`src/rtl/viterbi_pkg.sv`:
```
`default_nettype none
// ============================================================================
// Module      : viterbi_pkg
// Description : Constants and types shared by the convolutional encoder /
//               symbol packer and the Viterbi decoder path.
//               - supported constraint lengths and memory length M = K-1
//               - symbol width and symbols per packed byte
//               - default generator pairs for K = 3, 5, 7
//               - encoder/packer FSM state type
// Revision    : 1.0 - initial release
// ============================================================================
package viterbi_pkg;

    // Supported constraint lengths
    localparam int c_k_min = 3;
    localparam int c_k_mid = 5;
    localparam int c_k_max = 7;

    // Symbol geometry: one symbol = {g0_bit, g1_bit}, four symbols per byte
    localparam int c_sym_w         = 2;
    localparam int c_syms_per_byte = 4;

    // Default generator pairs (octal)
    localparam int c_g0_k3 = 'o7;
    localparam int c_g1_k3 = 'o5;
    localparam int c_g0_k5 = 'o23;
    localparam int c_g1_k5 = 'o35;
    localparam int c_g0_k7 = 'o171;
    localparam int c_g1_k7 = 'o133;

    // Encoder/packer FSM states
    typedef enum logic [2:0] {
        ST_IDLE  = 3'd0,
        ST_ENC   = 3'd1,
        ST_TAIL  = 3'd2,
        ST_FLUSH = 3'd3,
        ST_DONE  = 3'd4
    } enc_state_e;

    // True when k is one of the supported constraint lengths
    function automatic bit k_supported(input int k);
        return (k == c_k_min) || (k == c_k_mid) || (k == c_k_max);
    endfunction

    // Encoder memory length (number of tail bits per frame)
    function automatic int mem_len(input int k);
        return k - 1;
    endfunction

endpackage
`default_nettype wire

```
`src/rtl/conv_enc_core.sv`:
```
`default_nettype none
// ============================================================================
// Module      : conv_enc_core
// Description : Rate-1/2 feed-forward convolutional encoder core.
//               Register r = {state[K-2:0], bit}; g0 = ^(r & G0),
//               g1 = ^(r & G1); on a step the state shifts in the bit.
//               The symbol output is combinational from the current state
//               and the offered bit so it can be packed in the same cycle.
// Ports       : clk      - clock
//               rst      - asynchronous active-high reset
//               i_clear  - zero the shift register (frame start)
//               i_step   - advance the shift register by i_bit
//               i_bit    - bit being encoded this cycle
//               o_sym    - {g0_bit, g1_bit} for i_bit
// Revision    : 1.0 - initial release
// ============================================================================
module conv_enc_core #(
    parameter int K      = 5,
    parameter int G0_OCT = 'o23,
    parameter int G1_OCT = 'o35
) (
    input  logic       clk,
    input  logic       rst,
    input  logic       i_clear,
    input  logic       i_step,
    input  logic       i_bit,
    output logic [1:0] o_sym
);

    localparam int           c_m  = K - 1;
    // Only the K least-significant generator bits take part in the parity
    localparam logic [K-1:0] c_g0 = K'(G0_OCT);
    localparam logic [K-1:0] c_g1 = K'(G1_OCT);

    logic [c_m-1:0] r_state;
    logic [K-1:0]   w_reg;

    // Newest bit sits in bit 0, oldest memory bit in bit K-1
    assign w_reg = {r_state, i_bit};
    assign o_sym = {^(w_reg & c_g0), ^(w_reg & c_g1)};

    always_ff @(posedge clk or posedge rst) begin
        if (rst) begin
            r_state <= '0;
        end else if (i_clear) begin
            r_state <= '0;
        end else if (i_step) begin
            // Dropping the oldest bit is the same as {state[K-3:0], bit}
            r_state <= w_reg[c_m-1:0];
        end
    end

endmodule
`default_nettype wire

```
`src/rtl/conv_encoder_packer.sv`:
```
`default_nettype none
// ============================================================================
// Module      : conv_encoder_packer
// Description : Convolutional encoder with symbol packer feeding the Viterbi
//               decoder. Takes payload bytes (bit 0 first), encodes one bit
//               per cycle, appends K-1 zero tail bits and packs four 2-bit
//               symbols per output byte {s3,s2,s1,s0} (s0 earliest). A
//               partial final byte is zero padded. out_last marks the final
//               byte; frame_done pulses one cycle after its handshake.
// Ports       : clk, rst                      - clock, async active-high reset
//               in_data/in_nbits/in_last      - payload byte, valid bits
//                                               (last byte only, 0 => 8), end
//               in_valid/in_ready             - input handshake
//               out_data/out_last             - packed symbols, frame end
//               out_valid/out_ready           - output handshake
//               busy                          - frame in progress
//               frame_done                    - frame completion pulse
//               err_en/err_idx/err_mask       - symbol error injection
//                                               (only with ERR_INJ_EN)
// Options     : ERR_INJ_EN - when defined, adds the error-injection ports;
//               symbol number err_idx of the frame (tail included) is XORed
//               with err_mask before packing while err_en is high.
// Revision    : 1.0 - initial release
// ============================================================================
module conv_encoder_packer
    import viterbi_pkg::*;
#(
    parameter int K      = 5,
    parameter int G0_OCT = 'o23,
    parameter int G1_OCT = 'o35
) (
    input  logic       clk,
    input  logic       rst,
    input  logic [7:0] in_data,
    input  logic [3:0] in_nbits,
    input  logic       in_last,
    input  logic       in_valid,
    output logic       in_ready,
    output logic [7:0] out_data,
    output logic       out_last,
    output logic       out_valid,
    input  logic       out_ready,
`ifdef ERR_INJ_EN
    input  logic       err_en,
    input  logic [7:0] err_idx,
    input  logic [1:0] err_mask,
`endif
    output logic       busy,
    output logic       frame_done
);

    localparam int         c_m         = mem_len(K);
    localparam logic [2:0] c_tail_last = 3'(c_m - 1);

    // ------------------------------------------------------------------
    // Declarations
    // ------------------------------------------------------------------
    enc_state_e r_state;
    enc_state_e w_state_nxt;

    logic [7:0] r_byte;        // latched payload, shifted right per bit
    logic [2:0] r_bit_idx;     // bit being encoded within r_byte
    logic [2:0] r_nbits_m1;    // index of the last valid bit of r_byte
    logic       r_last;        // r_byte is the final payload byte
    logic [2:0] r_tail_idx;    // tail bit counter
    logic [7:0] r_pack;        // packing register
    logic [1:0] r_slot;        // next free slot in r_pack
    logic [7:0] r_out_data;
    logic       r_out_valid;
    logic       r_out_last;
    logic       r_busy;

    logic       w_in_ready;
    logic       w_accept;
    logic       w_out_free;
    logic       w_step;
    logic       w_bit_last;
    logic       w_tail_last;
    logic       w_push_full;
    logic       w_push_flush;
    logic       w_final_hs;
    logic       w_enc_clear;
    logic       w_enc_bit;
    logic [2:0] w_nbits_m1;
    logic [1:0] w_sym_raw;
    logic [1:0] w_sym;

    // ------------------------------------------------------------------
    // Control terms
    // ------------------------------------------------------------------
    assign w_accept   = in_valid && w_in_ready;

    // Output register can take a new byte if empty or draining this cycle
    assign w_out_free = !r_out_valid || out_ready;

    // A symbol completing the packing register needs the output register;
    // otherwise encoding never waits on the consumer.
    assign w_step = ((r_state == ST_ENC) || (r_state == ST_TAIL)) &&
                    ((r_slot != 2'd3) || w_out_free);

    assign w_bit_last  = (r_bit_idx == r_nbits_m1);
    assign w_tail_last = (r_tail_idx == c_tail_last);

    assign w_push_full  = w_step && (r_slot == 2'd3);
    assign w_push_flush = (r_state == ST_FLUSH) && (r_slot != 2'd0) && w_out_free;

    // Once FLUSH has an empty packing register, the byte holding out_last
    // is the only one left; its handshake ends the frame.
    assign w_final_hs = (r_state == ST_FLUSH) && (r_slot == 2'd0) &&
                        r_out_valid && out_ready && r_out_last;

    // Only the first accept of a frame clears the encoder; later bytes of
    // the same frame continue from the running state.
    assign w_enc_clear = w_accept && !r_busy;
    assign w_enc_bit   = (r_state == ST_ENC) && r_byte[0];

    // in_nbits counts only on the final byte; 0 (and out-of-range) => 8
    always_comb begin
        w_nbits_m1 = 3'd7;
        if (in_last && (in_nbits != 4'd0) && (in_nbits < 4'd8)) begin
            w_nbits_m1 = 3'(in_nbits - 4'd1);
        end
    end

    // ------------------------------------------------------------------
    // Encoder core
    // ------------------------------------------------------------------
    conv_enc_core #(
        .K      (K),
        .G0_OCT (G0_OCT),
        .G1_OCT (G1_OCT)
    ) u_core (
        .clk     (clk),
        .rst     (rst),
        .i_clear (w_enc_clear),
        .i_step  (w_step),
        .i_bit   (w_enc_bit),
        .o_sym   (w_sym_raw)
    );

`ifdef ERR_INJ_EN
    logic [7:0] r_sym_idx;     // frame symbol number of the current step

    always_ff @(posedge clk or posedge rst) begin
        if (rst) begin
            r_sym_idx <= 8'd0;
        end else if (w_enc_clear) begin
            r_sym_idx <= 8'd0;
        end else if (w_step) begin
            r_sym_idx <= r_sym_idx + 8'd1;
        end
    end

    assign w_sym = (err_en && (r_sym_idx == err_idx)) ? (w_sym_raw ^ err_mask)
                                                       : w_sym_raw;
`else
    assign w_sym = w_sym_raw;
`endif

    // ------------------------------------------------------------------
    // FSM
    // ------------------------------------------------------------------
    always_ff @(posedge clk or posedge rst) begin
        if (rst) begin
            r_state <= ST_IDLE;
        end else begin
            r_state <= w_state_nxt;
        end
    end

    always_comb begin
        w_state_nxt = r_state;
        w_in_ready  = 1'b0;
        case (r_state)
            ST_IDLE: begin
                w_in_ready = 1'b1;
                if (in_valid) begin
                    w_state_nxt = ST_ENC;
                end
            end
            ST_ENC: begin
                if (w_step && w_bit_last) begin
                    if (r_last) begin
                        w_state_nxt = ST_TAIL;
                    end else begin
                        // Fetch the next byte on the cycle the last bit is
                        // encoded so a streaming frame has no gap.
                        w_in_ready  = 1'b1;
                        w_state_nxt = in_valid ? ST_ENC : ST_IDLE;
                    end
                end
            end
            ST_TAIL: begin
                if (w_step && w_tail_last) begin
                    w_state_nxt = ST_FLUSH;
                end
            end
            ST_FLUSH: begin
                if (w_final_hs) begin
                    w_state_nxt = ST_DONE;
                end
            end
            ST_DONE: begin
                w_state_nxt = ST_IDLE;
            end
            default: begin
                w_state_nxt = ST_IDLE;
            end
        endcase
    end

    // ------------------------------------------------------------------
    // Input byte and bit/tail counters
    // ------------------------------------------------------------------
    always_ff @(posedge clk or posedge rst) begin
        if (rst) begin
            r_byte     <= 8'd0;
            r_bit_idx  <= 3'd0;
            r_nbits_m1 <= 3'd7;
            r_last     <= 1'b0;
        end else if (w_accept) begin
            r_byte     <= in_data;
            r_bit_idx  <= 3'd0;
            r_nbits_m1 <= w_nbits_m1;
            r_last     <= in_last;
        end else if (w_step && (r_state == ST_ENC)) begin
            r_byte     <= r_byte >> 1;
            r_bit_idx  <= r_bit_idx + 3'd1;
        end
    end

    always_ff @(posedge clk or posedge rst) begin
        if (rst) begin
            r_tail_idx <= 3'd0;
        end else if (w_enc_clear) begin
            r_tail_idx <= 3'd0;
        end else if (w_step && (r_state == ST_TAIL)) begin
            r_tail_idx <= r_tail_idx + 3'd1;
        end
    end

    // ------------------------------------------------------------------
    // Packing register
    // ------------------------------------------------------------------
    // Cleared when its contents move out, so unused slots of a flushed
    // partial byte are already the 2'b00 pad.
    always_ff @(posedge clk or posedge rst) begin
        if (rst) begin
            r_pack <= 8'd0;
            r_slot <= 2'd0;
        end else if (w_push_full || w_push_flush) begin
            r_pack <= 8'd0;
            r_slot <= 2'd0;
        end else if (w_step) begin
            r_pack[{r_slot, 1'b0} +: 2] <= w_sym;
            r_slot                      <= r_slot + 2'd1;
        end
    end

    // ------------------------------------------------------------------
    // Output register and frame tracking
    // ------------------------------------------------------------------
    always_ff @(posedge clk or posedge rst) begin
        if (rst) begin
            r_out_data  <= 8'd0;
            r_out_valid <= 1'b0;
            r_out_last  <= 1'b0;
        end else if (w_push_full) begin
            // The slot-3 symbol bypasses r_pack straight into the byte
            r_out_data  <= {w_sym, r_pack[5:0]};
            r_out_valid <= 1'b1;
            r_out_last  <= (r_state == ST_TAIL) && w_tail_last;
        end else if (w_push_flush) begin
            r_out_data  <= r_pack;
            r_out_valid <= 1'b1;
            r_out_last  <= 1'b1;
        end else if (r_out_valid && out_ready) begin
            r_out_valid <= 1'b0;
            r_out_last  <= 1'b0;
        end
    end

    always_ff @(posedge clk or posedge rst) begin
        if (rst) begin
            r_busy <= 1'b0;
        end else if (w_accept) begin
            r_busy <= 1'b1;
        end else if (w_final_hs) begin
            r_busy <= 1'b0;
        end
    end

    assign in_ready   = w_in_ready;
    assign out_data   = r_out_data;
    assign out_valid  = r_out_valid;
    assign out_last   = r_out_last;
    assign busy       = r_busy;
    assign frame_done = (r_state == ST_DONE);

endmodule
`default_nettype wire

```
`config.mk`:
```
export PLATFORM = sky130hd
export DESIGN_NAME = conv_encoder_packer
export DESIGN_NICKNAME = d
export VERILOG_FILES = /design/src/rtl/viterbi_pkg.sv /design/src/rtl/conv_enc_core.sv /design/src/rtl/conv_encoder_packer.sv
export SDC_FILE = /design/constraint.sdc
export NUM_CORES = 1
export LEC_CHECK = 0
export BUFFER_PORTS_ARGS = -buffer_cell sky130_fd_sc_hd__buf_2
export CORE_UTILIZATION = 23
export DETAILED_ROUTE_END_ITERATION = 7
export GPL_TIMING_DRIVEN = 0
export PLACE_DENSITY = 0.49
export RECOVER_POWER = 50
export REMOVE_ABC_BUFFERS = 1
export SETUP_SLACK_MARGIN = 0.02
export SYNTH_ARGS = -nofsm -noshare
export SYNTH_HDL_FRONTEND = slang
export SYNTH_HIERARCHICAL = 1
export SYNTH_SLANG_ARGS = --single-unit
```
`constraint.sdc`:
```
create_clock -name clk -period 3.48 [get_ports clk]
set_input_delay 0.348 -clock clk [delete_from_list [all_inputs] [get_ports clk]]
set_output_delay 0.348 -clock clk [all_outputs]
set_load 0.005 [all_outputs]
```
### Yosys cells after proc, flatten, opt, wreduce, memory -nomap -nowiden

Index checks and enable logic that the tools add are counted.

* register bits after elaboration: 46
* word-level logic and storage cells: 104

* reductions and logical operators: 39
* add/subtract/negate cells: 5
* shift-type cells: 2
* $lt $le $gt $ge: 1
* equal/unequal tests: 12
* muxes and demuxes: 32

Operators by type and width (count)
* $mux 8: 6
* $mux 3: 9
* $logic_and 1x1->1: 19
* $reduce_bool 2->1: 7
* $pmux 3 s4: 1
* $reduce_xor 5->1: 2
* $eq 3x2->1 const B: 3
* $mux 1: 9
* $bwmux 8: 1
* $mux 4: 2
* $shift 2x5->8 const A: 1
* $shiftx 2x5->8: 1
* $add 3x1->3 const B: 2
* $mux 2: 3
* $ne 2x2->1 const B: 3
* $neg 3->5: 1
* $logic_or 1x1->1: 4
* $lt 4x4->1 const B: 1
* $ne 2x1->1 const B: 2
* $reduce_and 4->1: 1
* $reduce_bool 4->1: 1
* $eq 3x1->1 const B: 1
* $eq 3x3->1: 1
* $eq 3x3->1 const B: 1
* other kinds (8): 9

### Longest topological paths before layout

Gate-level depths: netlist of run 1.

* word-level depth: 10
* depth in mapped cells: 8
* depth with buffers taken out: 7

### Hierarchy

Netlist of run 1, hierarchy kept.

Modules (own cells, without submodules)
* conv_encoder_packer: cells an instance 200, area each 2257.2 µm², instances 1
* conv_enc_core: cells an instance 18, area each 198.9 µm², instances 1

### Worst setup path after synthesis of run 1

Ideal clock, no wire load.

* path type: register -> register
* from: register r_slot[0]
* to: register r_byte[3]
* path buffers: 1
* cell stages (with the launch flop): 7
* setup time: 0.125 ns
* period minus slack after synthesis: 2.147 ns
* slack: 1.333 ns
* arrival time: 2.022 ns
* cell sequence: dfrtp_1 > ha_1 > and3b_1 > or4_4 > buf_6 > mux2_1 > mux2_2

* word-level cells in the longest chain between the ends: 8
* elaborated cells between the ends (all ways): 10

RTL lines
* start: declaration: line conv_encoder_packer.sv:67 `logic [1:0] r_slot;`
* start signal: assignment: line conv_encoder_packer.sv:256 `r_slot <= r_slot + 2'd1;`
* $ne 2x2->1 (*): line conv_encoder_packer.sv:99 `((r_slot != 2'd3) || w_out_free);`
* $logic_or 1x1->1 (*): line conv_encoder_packer.sv:99
* $logic_and 1x1->1 (*): line conv_encoder_packer.sv:98 `assign w_step = ((r_state == ST_ENC) || (r_state == ST_TAIL)) &&`
* $logic_and 1x1->1: line conv_encoder_packer.sv:182 `if (w_step && w_bit_last) begin`
* $mux 1: line conv_encoder_packer.sv:182
* $pmux 1 s2: line conv_encoder_packer.sv:174 `case (r_state)`
* $logic_and 1x1->1: line conv_encoder_packer.sv:91 `assign w_accept = in_valid && w_in_ready;`
* $mux 8 / $reduce_bool 2->1 (equally long branches)
* end signal: assignment: line conv_encoder_packer.sv:222 `r_byte <= in_data;`
* end signal: assignment: line conv_encoder_packer.sv:227 `r_byte <= r_byte >> 1;`
* end: declaration: line conv_encoder_packer.sv:61 `logic [7:0] r_byte;`

Mark *: on every way between the ends. The rest lies on a longest branch, timed or not.
A chain may end at the register's enable or synchronous reset.

### Final worst setup path of run 1

* from: register r_slot[0]
* to: register r_byte[5]

* word-level cells in the longest chain between the ends: 8
* elaborated cells between the ends (all ways): 10

RTL lines
* $ne 2x2->1 (*): line conv_encoder_packer.sv:99
* $logic_or 1x1->1 (*): line conv_encoder_packer.sv:99
* $logic_and 1x1->1 (*): line conv_encoder_packer.sv:98
* via w_step: line conv_encoder_packer.sv:76 `logic w_step;`
* $logic_and 1x1->1: line conv_encoder_packer.sv:182
* $mux 1: line conv_encoder_packer.sv:182
* $pmux 1 s2: line conv_encoder_packer.sv:174
* $logic_and 1x1->1: line conv_encoder_packer.sv:91
* $mux 8 / $reduce_bool 2->1 (equally long branches)

The timed path passes the listed nets; every way through them passes the cells marked *.

==> results of run 1 <==
-- flip-flops by register name, summed over array words and instances, names as in the netlist, 2 cells and up --
| name | cells |
|---|---|
| out_data | 8 |
| r_byte | 8 |
| r_state | 3 |
| r_nbits_m1 | 3 |
| u_core/r_state | 4 |
| r_tail_idx | 3 |
| r_pack | 8 |
| r_bit_idx | 3 |
| r_slot | 2 |
-- cells by family (layout without fill, tap and decap cells) --
| kind of cell | count (synthesis) | count (layout) | share of synthesized area |
|---|---|---|---|
| simple gates | 72 | 72 | 0.167 |
| flops | 46 | 46 | 0.470 |
| compound gates | 28 | 28 | 0.0835 |
| mux | 28 | 28 | 0.135 |
| buf+inv | 23 | 54 | 0.0530 |
| xor+xnor | 12 | 12 | 0.0458 |
| fa+ha+maj | 9 | 9 | 0.0458 |
-- layout make-up --
class                           count  area share
Tap cell                          136      0.0610
Clock inverter                      2     0.00359
Sequential cell                    46       0.414
Timing Repair Buffer               31      0.0548
Inverter                           15      0.0202
Clock buffer                        6      0.0260
Multi-Input combinational cell    149       0.420
-- placed cells by master (no fill, tap or decap), types with 2 or more instances in the layout --
master    instances
o21ai_0           5
mux2i_1           8
a31oi_1           2
a21o_1            2
clkbuf_8          5
dfrtp_1          43
nand2b_1          2
mux2_1            3
inv_1            14
nand3b_1          2
clkinv_2          2
a21oi_1           5
or3_1             2
nor3_1            5
nand4_1           4
a32o_1            2
a22oi_1           3
xnor2_1           5
nand3_1           3
nand2_1          14
clkbuf_1          6
o22a_1            2
dfstp_2           3
xor2_1            6
mux2_4            7
nor3b_1           4
mux2_2           10
nor2_1           20
ha_1              9
a211oi_1          3
and3b_1           2
buf_2            24
and2_1            3
-- power by group --
| group | switching (mW) | leakage [nW] | internal [mW] | total [mW] |
|---|---|---|---|---|
| clock | 0.177 | 0.0450 | 0.140 | 0.317 |
| sequential | 0.164 | 0.588 | 0.761 | 0.925 |
| combinational | 0.644 | 0.681 | 0.606 | 1.25 |
-- worst max-delay path, cell delays in order, from the launching register on --
cell,delay [ns]
dfrtp_1,0.45
ha_1,0.30
and3b_1,0.26
nor3_4,0.60
a31oi_4,0.22
nor2b_2,0.65
mux2_2,0.41
-- repair_timing --
item                      4_1_cts  5_1_grt
hold endpoints to repair        4        0
hold buffers                    1        0
gates resized for setup         0        0
setup buffers                   0        0
-- layer usage --
metal | up-vias | global-route usage | part of all wire
met1 | 761 | 0.131 | 0.49
met3 | 6 | 0.0247 | 0.040
met2 | 28 | 0.148 | 0.46
li1 | 814 | - | -
met5 | - | 0 | 0
met4 | 0 | 0.0262 | 0.011
-- final timing paths --
| path | slack (ns) | to | from |
|---|---|---|---|
| min reg2reg | 0.47 | r_pack[2] | r_pack[2] |
| min in group asynchronous | 0.47 | u_core/r_state[1] | rst |
| max reg2reg | 0.48 | r_byte[5] | r_slot[0] |
| max | 0.48 | r_byte[5] | r_slot[0] |
| max in group asynchronous | 0.96 | r_byte[2] | rst |
| min | 0.28 | r_byte[7] | in_data[7] |
-- Yosys cell counts (all sizes together) (2+ instances only) --
| cell type | number |
|---|---|
| a211oi | 3 |
| a21o | 2 |
| a21oi | 5 |
| a22oi | 3 |
| a31oi | 3 |
| a32o | 2 |
| and2 | 4 |
| and3b | 2 |
| buf | 7 |
| dfrtp | 43 |
| dfstp | 3 |
| ha | 9 |
| inv | 15 |
| mux2 | 20 |
| mux2i | 8 |
| nand2 | 14 |
| nand2b | 2 |
| nand3 | 3 |
| nand3b | 2 |
| nand4 | 4 |
| nor2 | 21 |
| nor2b | 2 |
| nor3 | 7 |
| nor3b | 4 |
| nor4b | 2 |
| o21ai | 5 |
| o22a | 2 |
| or3 | 2 |
| xnor2 | 6 |
| xor2 | 6 |
==> summary.txt, run 1 <==
Worst-path clk slew -> 0.08 ns
post-synthesis sequential area ratio -> 0.470
RSZ-0062 raised after global routing -> false
fin crit share -> 0.863
final instance area -> 0.00279 mm^2
Tmin final -> 3.00 ns
total gr overflow -> 0
Vias/cell -> 4.18
final weighted congestion in routability-driven placement -> 0.760
Chip Width -> 105 um
Storage cell area -> 0.00115 mm^2
vias in the first global route -> 1672
clk buf depth -> 2
FILL cells -> 1099
Crit Path Max Fanout -> 15
P_leak -> 1.31 nW
Power, Total -> 2.49 mW
Worst Skew -> 0.0112 ns
Multi-input gate area -> 0.00117 mm^2
Placed Area -> 0.00272 mm^2
largest cells by area after synthesis -> dfrtp_1, ha_1, mux2_2
Synth Flop Type -> dfrtp_1
failing checks -> max-capacitance violations, max-slew violations
area delta synth->final -> 13.5%
Pwr per Cell Area -> 894 mW/mm^2
R2R cell count -> 6
top cell type's share of synthesized area -> 0.438
layout cells sized above 1 -> 0.249
Final Non-Filler Cells -> 385
initial antenna violation count -> 0
CP required -> 3.66 ns
DRT iter0 DRCs -> 52
Placement Setup Slack -> 0.467 ns
Async S/R FF share, synth -> 1.00
top cell type by total area after synthesis -> dfrtp_1
GRT Total Usage -> 0.0957
Hold WS -> 0.283 ns
Final Worst Setup Slack -> 0.476 ns
Clock Latency Late Sink -> 0.30 ns
CTS sink cnt -> 46
status -> complete, but fails checks
hold depth -> 3
final hold vios -> 0
Warnings, synthesis -> 6
Critical Path End Type -> flip-flop
wirelength, routed -> 4.78 mm
worst hold path type -> input port to flip-flop
post-synthesis instance area -> 0.00246 mm^2
Initial Util -> 0.238
max-cap violations -> 1
worst ir drop on vdd -> 0.219 mV
setup violators final -> 0
full die area -> 0.0111 mm^2
clock buffer count from CTS -> 5
Port Buffer Count -> 29
drt pass-1 iters -> 5
CORE AREA -> 0.0103 mm^2
Cells after DPL -> 376
ant diodes -> 0
Max Slew Vio Count -> 31
H-tree levels -> 2
Worst slew margin -> -0.106
final net count -> 274
Post-synth EDFFs -> 0
Top-Level Pins -> 30
first-pass GRT wire length -> 8.38 mm
slew at the pin closest to its max-slew limit -> 1.66 ns
largest net degree at the start of global routing -> 31
Gate Count Post-Synth -> 218
Crit Path Category -> flip-flop to flip-flop
floorplan row count -> 37
post-route ant nets -> 0
CTS tree -> built
DRC viols -> 0
vias -> 1609
fin util -> 0.270
arrival time at the worst endpoint -> 3.19 ns
fmax -> 333 MHz
TNS Setup -> 0 ns
Worst setup SP type -> flip-flop
Avg Inst Size Synth -> 11.3 um^2
die height -> 105 um
synth unique cells -> 50
flops & latches, synth -> 46
clock root buffer -> clkbuf_8
DPL Wire Length -> 3.51 mm
per-cell routed wire length -> 12.4 um
No activity file was read; power rests on OpenSTA's default activity.
==> run 2, diff against run 1 <==
--- a/config.mk
+++ b/config.mk
@@ -12,3 +12,2 @@
 export PLACE_DENSITY = 0.49
-export RECOVER_POWER = 50
 export REMOVE_ABC_BUFFERS = 1
==> constraint.sdc (replaced) <==
create_clock -name clk -period 3.48 [get_ports clk]
set_input_delay 0.174 -clock clk [delete_from_list [all_inputs] [get_ports clk]]
set_output_delay 0.174 -clock clk [all_outputs]
set_load 0.005 [all_outputs]
==> summary.txt, run 2 (synthesis gave the netlist of run 1 again) <==
status -> finished, final reports clean
final hold vios -> 0
arrival time at the worst endpoint -> 3.19 ns
post_cts resized -> 0
TNS Setup -> 0 ns
Tmin final -> 3.02 ns
leading cell type in the layout, fill and taps excluded -> dfrtp_1
clock buffer count from CTS -> 5
Max Slew Vio Count -> 0
Final Non-Filler Cells -> 385
CTS tree -> built
post-route ant nets -> 0
layout cells sized above 1 -> 0.277
Reg-to-Reg Start -> r_slot[0]
ant diodes -> 0
Critical Path End Type -> flip-flop
Top-Level Pins -> 30
H-tree levels -> 2
# Post-CTS Setup Buffers -> 0
Vias/cell -> 4.19
CP required -> 3.66 ns
DRT iter0 DRCs -> 61
Chip Width -> 105 um
per-cell routed wire length -> 12.5 um
area delta synth->final -> 14.4%
Pwr per Cell Area -> 889 mW/mm^2
hold buffer count at cts -> 1
full die area -> 0.0111 mm^2
Worst-path clk slew -> 0.09 ns
hold depth -> 3
floorplan row count -> 37
Cells after DPL -> 376
GRT Total Usage -> 0.0957
Worst setup SP type -> flip-flop
vias -> 1613
slew at the pin closest to its max-slew limit -> 0.823 ns
max-cap violations -> 0
Worst Skew -> 0.0114 ns
max incr delay on CP -> 0.66 ns
CTS sink cnt -> 46
Hold EP -> r_byte[7]
wirelength, routed -> 4.80 mm
setup violators final -> 0
die height -> 105 um
RSZ-0062 raised after global routing -> false
worst hold path type -> input port to flip-flop
CP max-delay cell -> nor2b_2
fin crit share -> 0.866
vias in the first global route -> 1672
Crit. path cell count -> 6
most frequent cells in the layout -> dfrtp_1, buf_2, nor2_1
FILL cells -> 1095
P_leak -> 1.34 nW
initial antenna violation count -> 0
DRC viols -> 0
Crit Path Max Fanout -> 15
first-pass GRT wire length -> 8.38 mm
flop-to-flop setup slack -> 0.46 ns
Clock Latency Late Sink -> 0.30 ns
CORE AREA -> 0.0103 mm^2
Port Buffer Count -> 29
reg-to-reg critical path endpoint -> r_byte[5]
R2R cell count -> 6
final net count -> 274
Initial Util -> 0.238
fin util -> 0.272
largest net degree at the start of global routing -> 31
clock root buffer -> clkbuf_8
Crit Path Category -> flip-flop to flip-flop
CP cell instances -> ha_1 -> and3b_1 -> nor3_4 -> a31oi_4 -> nor2b_2 -> mux2_2
fmax -> 332 MHz
DPL Wire Length -> 3.51 mm
clk buf depth -> 2
worst ir drop on vdd -> 0.218 mV
final weighted congestion in routability-driven placement -> 0.760
Buf/Inv on CP -> 0
Hold Path Origin -> in_data[7]
Worst slew margin -> 0.450
drt pass-1 iters -> 5
kind of cell adding the most delay to the critical path -> simple AND/OR/NAND/NOR gates
total gr overflow -> 0
==> run 2: cell count changes in the layout (fill, tap and decap cells not counted) <==
cell	delta
buf_1	-1
inv_1	-1
buf_2	+5
inv_2	+1
clkbuf_1	-5
buf_12	+1
==> run 2: worst min-delay path: stages <==
cell     delay [ns]
buf_2          0.09
inv_1          0.04
mux2i_1        0.06
==> run 2: layout make-up <==
| cell class | instances | area [um^2] | share of cell area |
|---|---|---|---|
| Multi-Input combinational cell | 149 | 1170 | 0.417 |
| Clock buffer | 6 | 72.6 | 0.0258 |
| Tap cell | 136 | 170 | 0.0606 |
| Sequential cell | 46 | 1150 | 0.411 |
| Inverter | 15 | 56.3 | 0.0200 |
| Clock inverter | 2 | 10.0 | 0.00356 |
| Timing Repair Buffer | 31 | 175 | 0.0623 |
==> run 2: worst max-delay path by stage <==
stage                    from         to  slack (ns)
floorplan           r_slot[0]  r_byte[3]         1.0
global placement    r_slot[0]  r_byte[5]        0.49
detailed placement  r_slot[0]  r_byte[5]        0.47
CTS                 r_slot[0]  r_byte[5]        0.46
global route        r_slot[0]  r_byte[5]        0.22
finish              r_slot[0]  r_byte[5]        0.46
==> run 2: per-stage QoR <==
step                power, mW  cell area [um^2]  worst slack [ns]  hold slack, ns
global placement         2.18              2700             0.493          0.0758
floorplan                1.91              2380             0.997         -0.0599
detailed placement       2.21              2720             0.467          0.0887
finish                   2.50              2810             0.465           0.109
global route             2.74              2810             0.223           0.106
CTS                      2.53              2810             0.462          0.0996
==> run 2: where the power goes <==
| group | total, mW | internal [mW] | switching [mW] |
|---|---|---|---|
| logic | 1.26 | 0.612 | 0.643 |
| clock network | 0.317 | 0.140 | 0.177 |
| registers | 0.925 | 0.761 | 0.164 |
| total | 2.50 | 1.51 | 0.985 |
==> run 2: per-layer routing <==
layer	GRT usage	routed length, um
met1	0.131	2410
met2	0.148	2180
met3	0.0247	185
met4	0.0262	24
met5	0	0
